File: src/rtl/cpu_types_pkg.sv
// Shared CPU types: register/word aliases, controller state encoding and
// the register-match helper used by hazard detection.
package cpu_types_pkg;

    localparam int WORD_W = 32;
    localparam int REG_W  = 5;

    typedef logic [WORD_W-1:0] word_t;
    typedef logic [REG_W-1:0]  regbits_t;

    typedef enum logic [1:0] {
        RUN    = 2'd0,
        DRAIN  = 2'd1,
        HALTED = 2'd2
    } ctrl_state_t;

    // $zero is never a real dependency, so it never matches.
    function automatic logic reg_dep(input regbits_t producer, input regbits_t consumer);
        return (producer != '0) && (producer == consumer);
    endfunction

endpackage

File: src/rtl/pipeline_ctrl_hazard_detect.sv
// Combinational hazard sources: load-use dependency between EX and ID, and
// a MEM-stage access still waiting on the data cache.
module hazard_detect
    import cpu_types_pkg::*;
(
    input  logic     dhit,
    input  logic     exmem_dREN,
    input  logic     exmem_dWEN,
    input  logic     idex_dREN,
    input  regbits_t idex_rt,
    input  regbits_t ifid_rs,
    input  regbits_t ifid_rt,
    input  logic     ifid_uses_rt,
    output logic     load_use,
    output logic     mem_busy
);

    assign mem_busy = (exmem_dREN | exmem_dWEN) & ~dhit;

    assign load_use = idex_dREN &
                      (reg_dep(idex_rt, ifid_rs) | (ifid_uses_rt & reg_dep(idex_rt, ifid_rt)));

endmodule

File: src/rtl/pipeline_ctrl.sv
// Hazard/sequencing controller: per-cycle latch enables and flushes, halt
// drain tracking, and saturating stall/flush counters.
module pipeline_ctrl
    import cpu_types_pkg::*;
#(
    parameter int CNT_W = 32
) (
    input  logic             CLK,
    input  logic             nRST,
    input  logic             ihit,
    input  logic             dhit,
    input  logic             exmem_dREN,
    input  logic             exmem_dWEN,
    input  logic             idex_dREN,
    input  logic [4:0]       idex_rt,
    input  logic [4:0]       ifid_rs,
    input  logic [4:0]       ifid_rt,
    input  logic             ifid_uses_rt,
    input  logic             ifid_jump,
    input  logic             ifid_halt,
    input  logic             ex_redirect,
    input  logic             memwb_halt,
    output logic             pc_en,
    output logic             ifid_en,
    output logic             idex_en,
    output logic             exmem_en,
    output logic             memwb_en,
    output logic             ifid_flush,
    output logic             idex_flush,
    output logic             exmem_flush,
    output logic             memwb_flush,
    output logic             halted,
    output logic [CNT_W-1:0] stall_cnt,
    output logic [CNT_W-1:0] flush_cnt
);

    ctrl_state_t state, next_state;
    logic        load_use, mem_busy;

    hazard_detect u_hazard (
        .dhit         (dhit),
        .exmem_dREN   (exmem_dREN),
        .exmem_dWEN   (exmem_dWEN),
        .idex_dREN    (idex_dREN),
        .idex_rt      (idex_rt),
        .ifid_rs      (ifid_rs),
        .ifid_rt      (ifid_rt),
        .ifid_uses_rt (ifid_uses_rt),
        .load_use     (load_use),
        .mem_busy     (mem_busy)
    );

    always_ff @(posedge CLK or negedge nRST) begin
        if (!nRST) state <= RUN;
        else       state <= next_state;
    end

    // Priority mux: first matching condition owns the strobes.
    always_comb begin
        pc_en       = 1'b1;
        ifid_en     = 1'b1;
        idex_en     = 1'b1;
        exmem_en    = 1'b1;
        memwb_en    = 1'b1;
        ifid_flush  = 1'b0;
        idex_flush  = 1'b0;
        exmem_flush = 1'b0;
        memwb_flush = 1'b0;
        if (state == HALTED) begin
            pc_en    = 1'b0;
            ifid_en  = 1'b0;
            idex_en  = 1'b0;
            exmem_en = 1'b0;
            memwb_en = 1'b0;
        end else if (mem_busy) begin
            pc_en       = 1'b0;
            ifid_en     = 1'b0;
            idex_en     = 1'b0;
            exmem_en    = 1'b0;
            memwb_flush = 1'b1;
        end else if (ex_redirect) begin
            ifid_flush = 1'b1;
            idex_flush = 1'b1;
        end else if (load_use) begin
            pc_en      = 1'b0;
            ifid_en    = 1'b0;
            idex_flush = 1'b1;
        end else if (state == DRAIN) begin
            pc_en      = 1'b0;
            ifid_flush = 1'b1;
        end else if (ifid_jump) begin
            ifid_flush = 1'b1;
        end else if (!ihit) begin
            pc_en      = 1'b0;
            ifid_flush = 1'b1;
        end
    end

    always_comb begin
        next_state = state;
        case (state)
            RUN: begin
                if (memwb_halt)
                    next_state = HALTED;
                else if (ifid_halt && idex_en && !idex_flush)
                    next_state = DRAIN;
            end
            DRAIN:   if (memwb_halt) next_state = HALTED;
            HALTED:  next_state = HALTED;
            default: next_state = RUN;
        endcase
    end

    assign halted = (state == HALTED);

    localparam logic [CNT_W-1:0] CNT_ONE = {{(CNT_W-1){1'b0}}, 1'b1};

    always_ff @(posedge CLK or negedge nRST) begin
        if (!nRST) begin
            stall_cnt <= '0;
            flush_cnt <= '0;
        end else if (state != HALTED) begin
            if (!pc_en && stall_cnt != '1)
                stall_cnt <= stall_cnt + CNT_ONE;
            if ((ifid_flush || idex_flush) && flush_cnt != '1)
                flush_cnt <= flush_cnt + CNT_ONE;
        end
    end

endmodule

File: config.mk
export PLATFORM = sky130hd
export DESIGN_NAME = pipeline_ctrl
export DESIGN_NICKNAME = d
export VERILOG_FILES = /design/src/rtl/cpu_types_pkg.sv /design/src/rtl/pipeline_ctrl_hazard_detect.sv /design/src/rtl/pipeline_ctrl.sv
export SDC_FILE = /design/constraint.sdc
export NUM_CORES = 1
export LEC_CHECK = 0
export CORE_ASPECT_RATIO = 1.1
export CORE_MARGIN = 3
export CORE_UTILIZATION = 49
export CTS_BUF_LIST = sky130_fd_sc_hd__clkbuf_2 sky130_fd_sc_hd__clkbuf_4 sky130_fd_sc_hd__clkbuf_8
export CTS_CLUSTER_SIZE = 10
export DETAILED_ROUTE_END_ITERATION = 10
export PLACE_DENSITY = 0.89
export SLEW_MARGIN = 20
export SYNTH_ARGS = -nofsm -noshare
export SYNTH_HDL_FRONTEND = slang
export SYNTH_SLANG_ARGS = --single-unit
File: constraint.sdc
create_clock -name CLK -period 2.2 [get_ports CLK]
set_input_delay 0.55 -clock CLK [delete_from_list [all_inputs] [get_ports CLK]]
set_output_delay 0.55 -clock CLK [all_outputs]
set_load 0.05 [all_outputs]
==> impl_metrics.tcl <==
set metrics [dict create \
    status "finished with violations" \
    violations "negative setup slack" \
    clk_path_buf_depth 2 \
    pwr-share-seq_pct 47.9 \
    syn-num-nets 359 \
    cts-root-buf "clkbuf_8" \
    synth_cell_types 44 \
    antenna_found_initial 0 \
    netlist.area_leader.share_pct 48.1 \
    period_needed_ps 2440 \
    cp_max_fo 3 \
    layout-drive-gt1-share_pct 36.3 \
    overflow 0 \
    endpoint_kind "output pin" \
    tns_ps -1090 \
    gp_congestion 0.824 \
    rows 31 \
    max-cap-violations 0 \
    via_per_inst 5.55 \
    synth_top_area_cell "dfrtp_1" \
    grt_pass1_wl_um 16300 \
    synth_edf_count 0 \
    h-tree-depth 3 \
    track_usage_pct 25.6 \
    drtIter0Drc 210 \
    syn_inst 326 \
    p_int_mw 1.95 \
    dr.pass1.iters 7 \
    rsz0062_at_grt "true" \
    numClockSinks 66 \
    async_reset_ff_share_pct 100 \
    max_freq_ghz 0.410 \
    nNetsFinal 541 \
    clk_pin_slew_worst_paths_ps 80 \
    skew_ps 7.27 \
    period_share_pct 111 \
    cp_slowest_cell "or4_4" \
    wl_per_cell_um 18.0 \
    start_util_pct 51.4 \
    pwr-share-clk_pct 45.4 \
    port_buffers 99 \
    p_leak_nw 2.93 \
    power_switching_mw 0.578 \
    io_pins 101 \
    path_class "input pin to output pin" \
    cp.arrival_ps 1890 \
    cts_tree "done" \
    die_area_um2 8050 \
    cts_inserted_buffers 9 \
    grt_pass1_vias 3368 \
    grt_max_degree 27 \
    power.share.combinational_pct 6.7 \
    ys_warn_count 0 \
    max_stage_delay_ps 540 \
    ant_nets 0 \
    worstPathRequired_ps 1650 \
    hpwl_um 6800 \
    setup-violations-final 14 \
    placed_area_um2 5030 \
    layout_setup_ws_ps -237 \
    netSwitchingFraction_pct 22.8 \
    num_vias 3300 \
    start_kind "input pin" \
    hold_class "input pin to asynchronous set/reset pin" \
    slew_headroom_pct 60.0 \
    tightest_slew_ps 600 \
    vdd_drop_max_uv 501 \
    cellPowerDensity_nw_per_um2 447 \
    synth_ff_type "dfrtp_1" \
    seq_area_frac_synth_pct 48.1 \
    clock_latency_ps 340 \
    wl_um 10700 \
    die_h_um 93.8 \
    core_um2 6670 \
    holdBufCountCts 0 \
    syn_area_per_cell_um2 10.5 \
    crit_chain "buf_6, or4_4, o21ai_4, o31ai_4, buf_6, nor2_4, buf_12" \
    drc 0 \
    dieWidth_um 85.8 \
    area_delta_synth_final_pct 64.9 \
    finalHoldViolCount 0 \
    insertedDiodeCount 0 \
    ys_ff_latch 66 \
    final_area_um2 5660 \
    yosys-top-cells-area "dfrtp_1, xnor2_1, xor2_1" \
    synth_area_um2 3430 \
    cp_common_cell "buf_6" \
    final_max_slew_viol_count 0 \
]
## path summary, 6_finish.rpt
kind / end / depth (start not counted) / startpoint / slack (ps)
max reg2reg: flush_cnt[28]$_DFFE_PN0P_ / 9 / flush_cnt[21]$_DFFE_PN0P_ / -30
min reg2reg: stall_cnt[22]$_DFFE_PN0P_ / 1 / stall_cnt[22]$_DFFE_PN0P_ / 490
max: pc_en / 7 / idex_rt[3] / -240
min in group CLK: stall_cnt[22]$_DFFE_PN0P_ / 1 / stall_cnt[22]$_DFFE_PN0P_ / 490
max in group asynchronous: flush_cnt[4]$_DFFE_PN0P_ / 2 / nRST / 1350
min: stall_cnt[9]$_DFFE_PN0P_ / 1 / nRST / 200
## critical path, delay by kind of cell
family	cells	cell delay (ps)
AND/OR/NAND/NOR	2	650
buffers and inverters	3	370
AO/OA/AOI/OAI	2	310
## layout make-up
type	count	area, um^2
Clock buffer	10	131
Clock inverter	6	90.1
Fill cell	349	1010
Inverter	11	52.6
Multi-Input combinational cell	243	1940
Sequential cell	66	1670
Tap cell	82	103
Timing Repair Buffer	177	1670
## sequential cells by signal, indices dropped and copies added (netlist names)
register / count
flush_cnt: 32
stall_cnt: 32
state: 2
## stage by stage
| stage | power, mW | worst slack, ps | std cells | hold slack [ps] | util [%] |
|---|---|---|---|---|---|
| 2_1_floorplan | 1.28 | -103 | 326 | 254 | - |
| 3_3_place_gp | 1.38 | -667 | 554 | 473 | 75.5 |
| 3_5_place_dp | 1.38 | -772 | 554 | 482 | 75.5 |
| 4_1_cts | 2.52 | -237 | 587 | 218 | 81.4 |
| 5_1_grt | 2.60 | -277 | 595 | 233 | 84.8 |
| 6_report | 2.53 | -237 | 595 | 204 | 84.8 |
## cell families after synthesis
group	after synthesis	synth area share (%)
adders and majority gates	6	2.19
and+or+nand+nor	140	23.1
xor gates and xnor gates	72	18.4
buffers and inverters	18	2.88
DFF	66	48.1
AOI/OAI and AO/OA	21	4.56
muxes	2	0.656
other	1	0.109
## cells in the mapped netlist, types with 2 or more instances
| master | count |
|---|---|
| dfrtp_1 | 66 |
| xnor2_1 | 52 |
| nand3_1 | 25 |
| nand2_1 | 24 |
| and3_1 | 21 |
| xor2_1 | 20 |
| nand4_1 | 19 |
| nor2_1 | 19 |
| inv_1 | 10 |
| and4_1 | 8 |
| nor3_1 | 7 |
| ha_1 | 6 |
| and2_1 | 4 |
| or3_1 | 4 |
| a21oi_1 | 3 |
| buf_6 | 3 |
| o21ai_0 | 3 |
| a21boi_2 | 2 |
| buf_4 | 2 |
| mux2_1 | 2 |
| o21ai_2 | 2 |
| o31a_1 | 2 |
## placed cells by master, fill, tap and decap left out, types with 17 or more instances in the layout
master,netlist,routed
and3_1,21,19
buf_4,2,72
buf_6,3,17
clkdlybuf4s50_1,0,39
dfrtp_1,66,51
dlymetal6s2s_1,0,18
nand2_1,24,24
nand3_1,25,21
nand4_1,19,19
xnor2_1,52,47
xor2_1,20,20
## metal layers
| metal | track usage (%) | wire length (um) | up-vias |
|---|---|---|---|
| li1 | - | - | 1504 |
| met1 | 30.0 | 4120 | 1633 |
| met2 | 46.1 | 5620 | 143 |
| met3 | 6.75 | 750 | 20 |
| met4 | 6.99 | 193 | 0 |
| met5 | 0 | 0 | - |
## power by group through the flow
stage                     registers, mW  clock network [mW]  logic, mW
final                              1.21                1.15      0.169
after global placement             1.24                   0      0.139
after global routing               1.21                1.21      0.181
after floorplan                    1.24                   0     0.0398
after CTS                          1.21                1.15      0.154
after detailed placement           1.24                   0      0.144
## timing repair
item / CTS / global route
pin swaps: 25 / 20
setup endpoints to repair: 81 / 82
resized for setup: 90 / 48
cloned: 1 / 0
buffers inserted: 16 / 9
(Power assumes the default switching activity.)
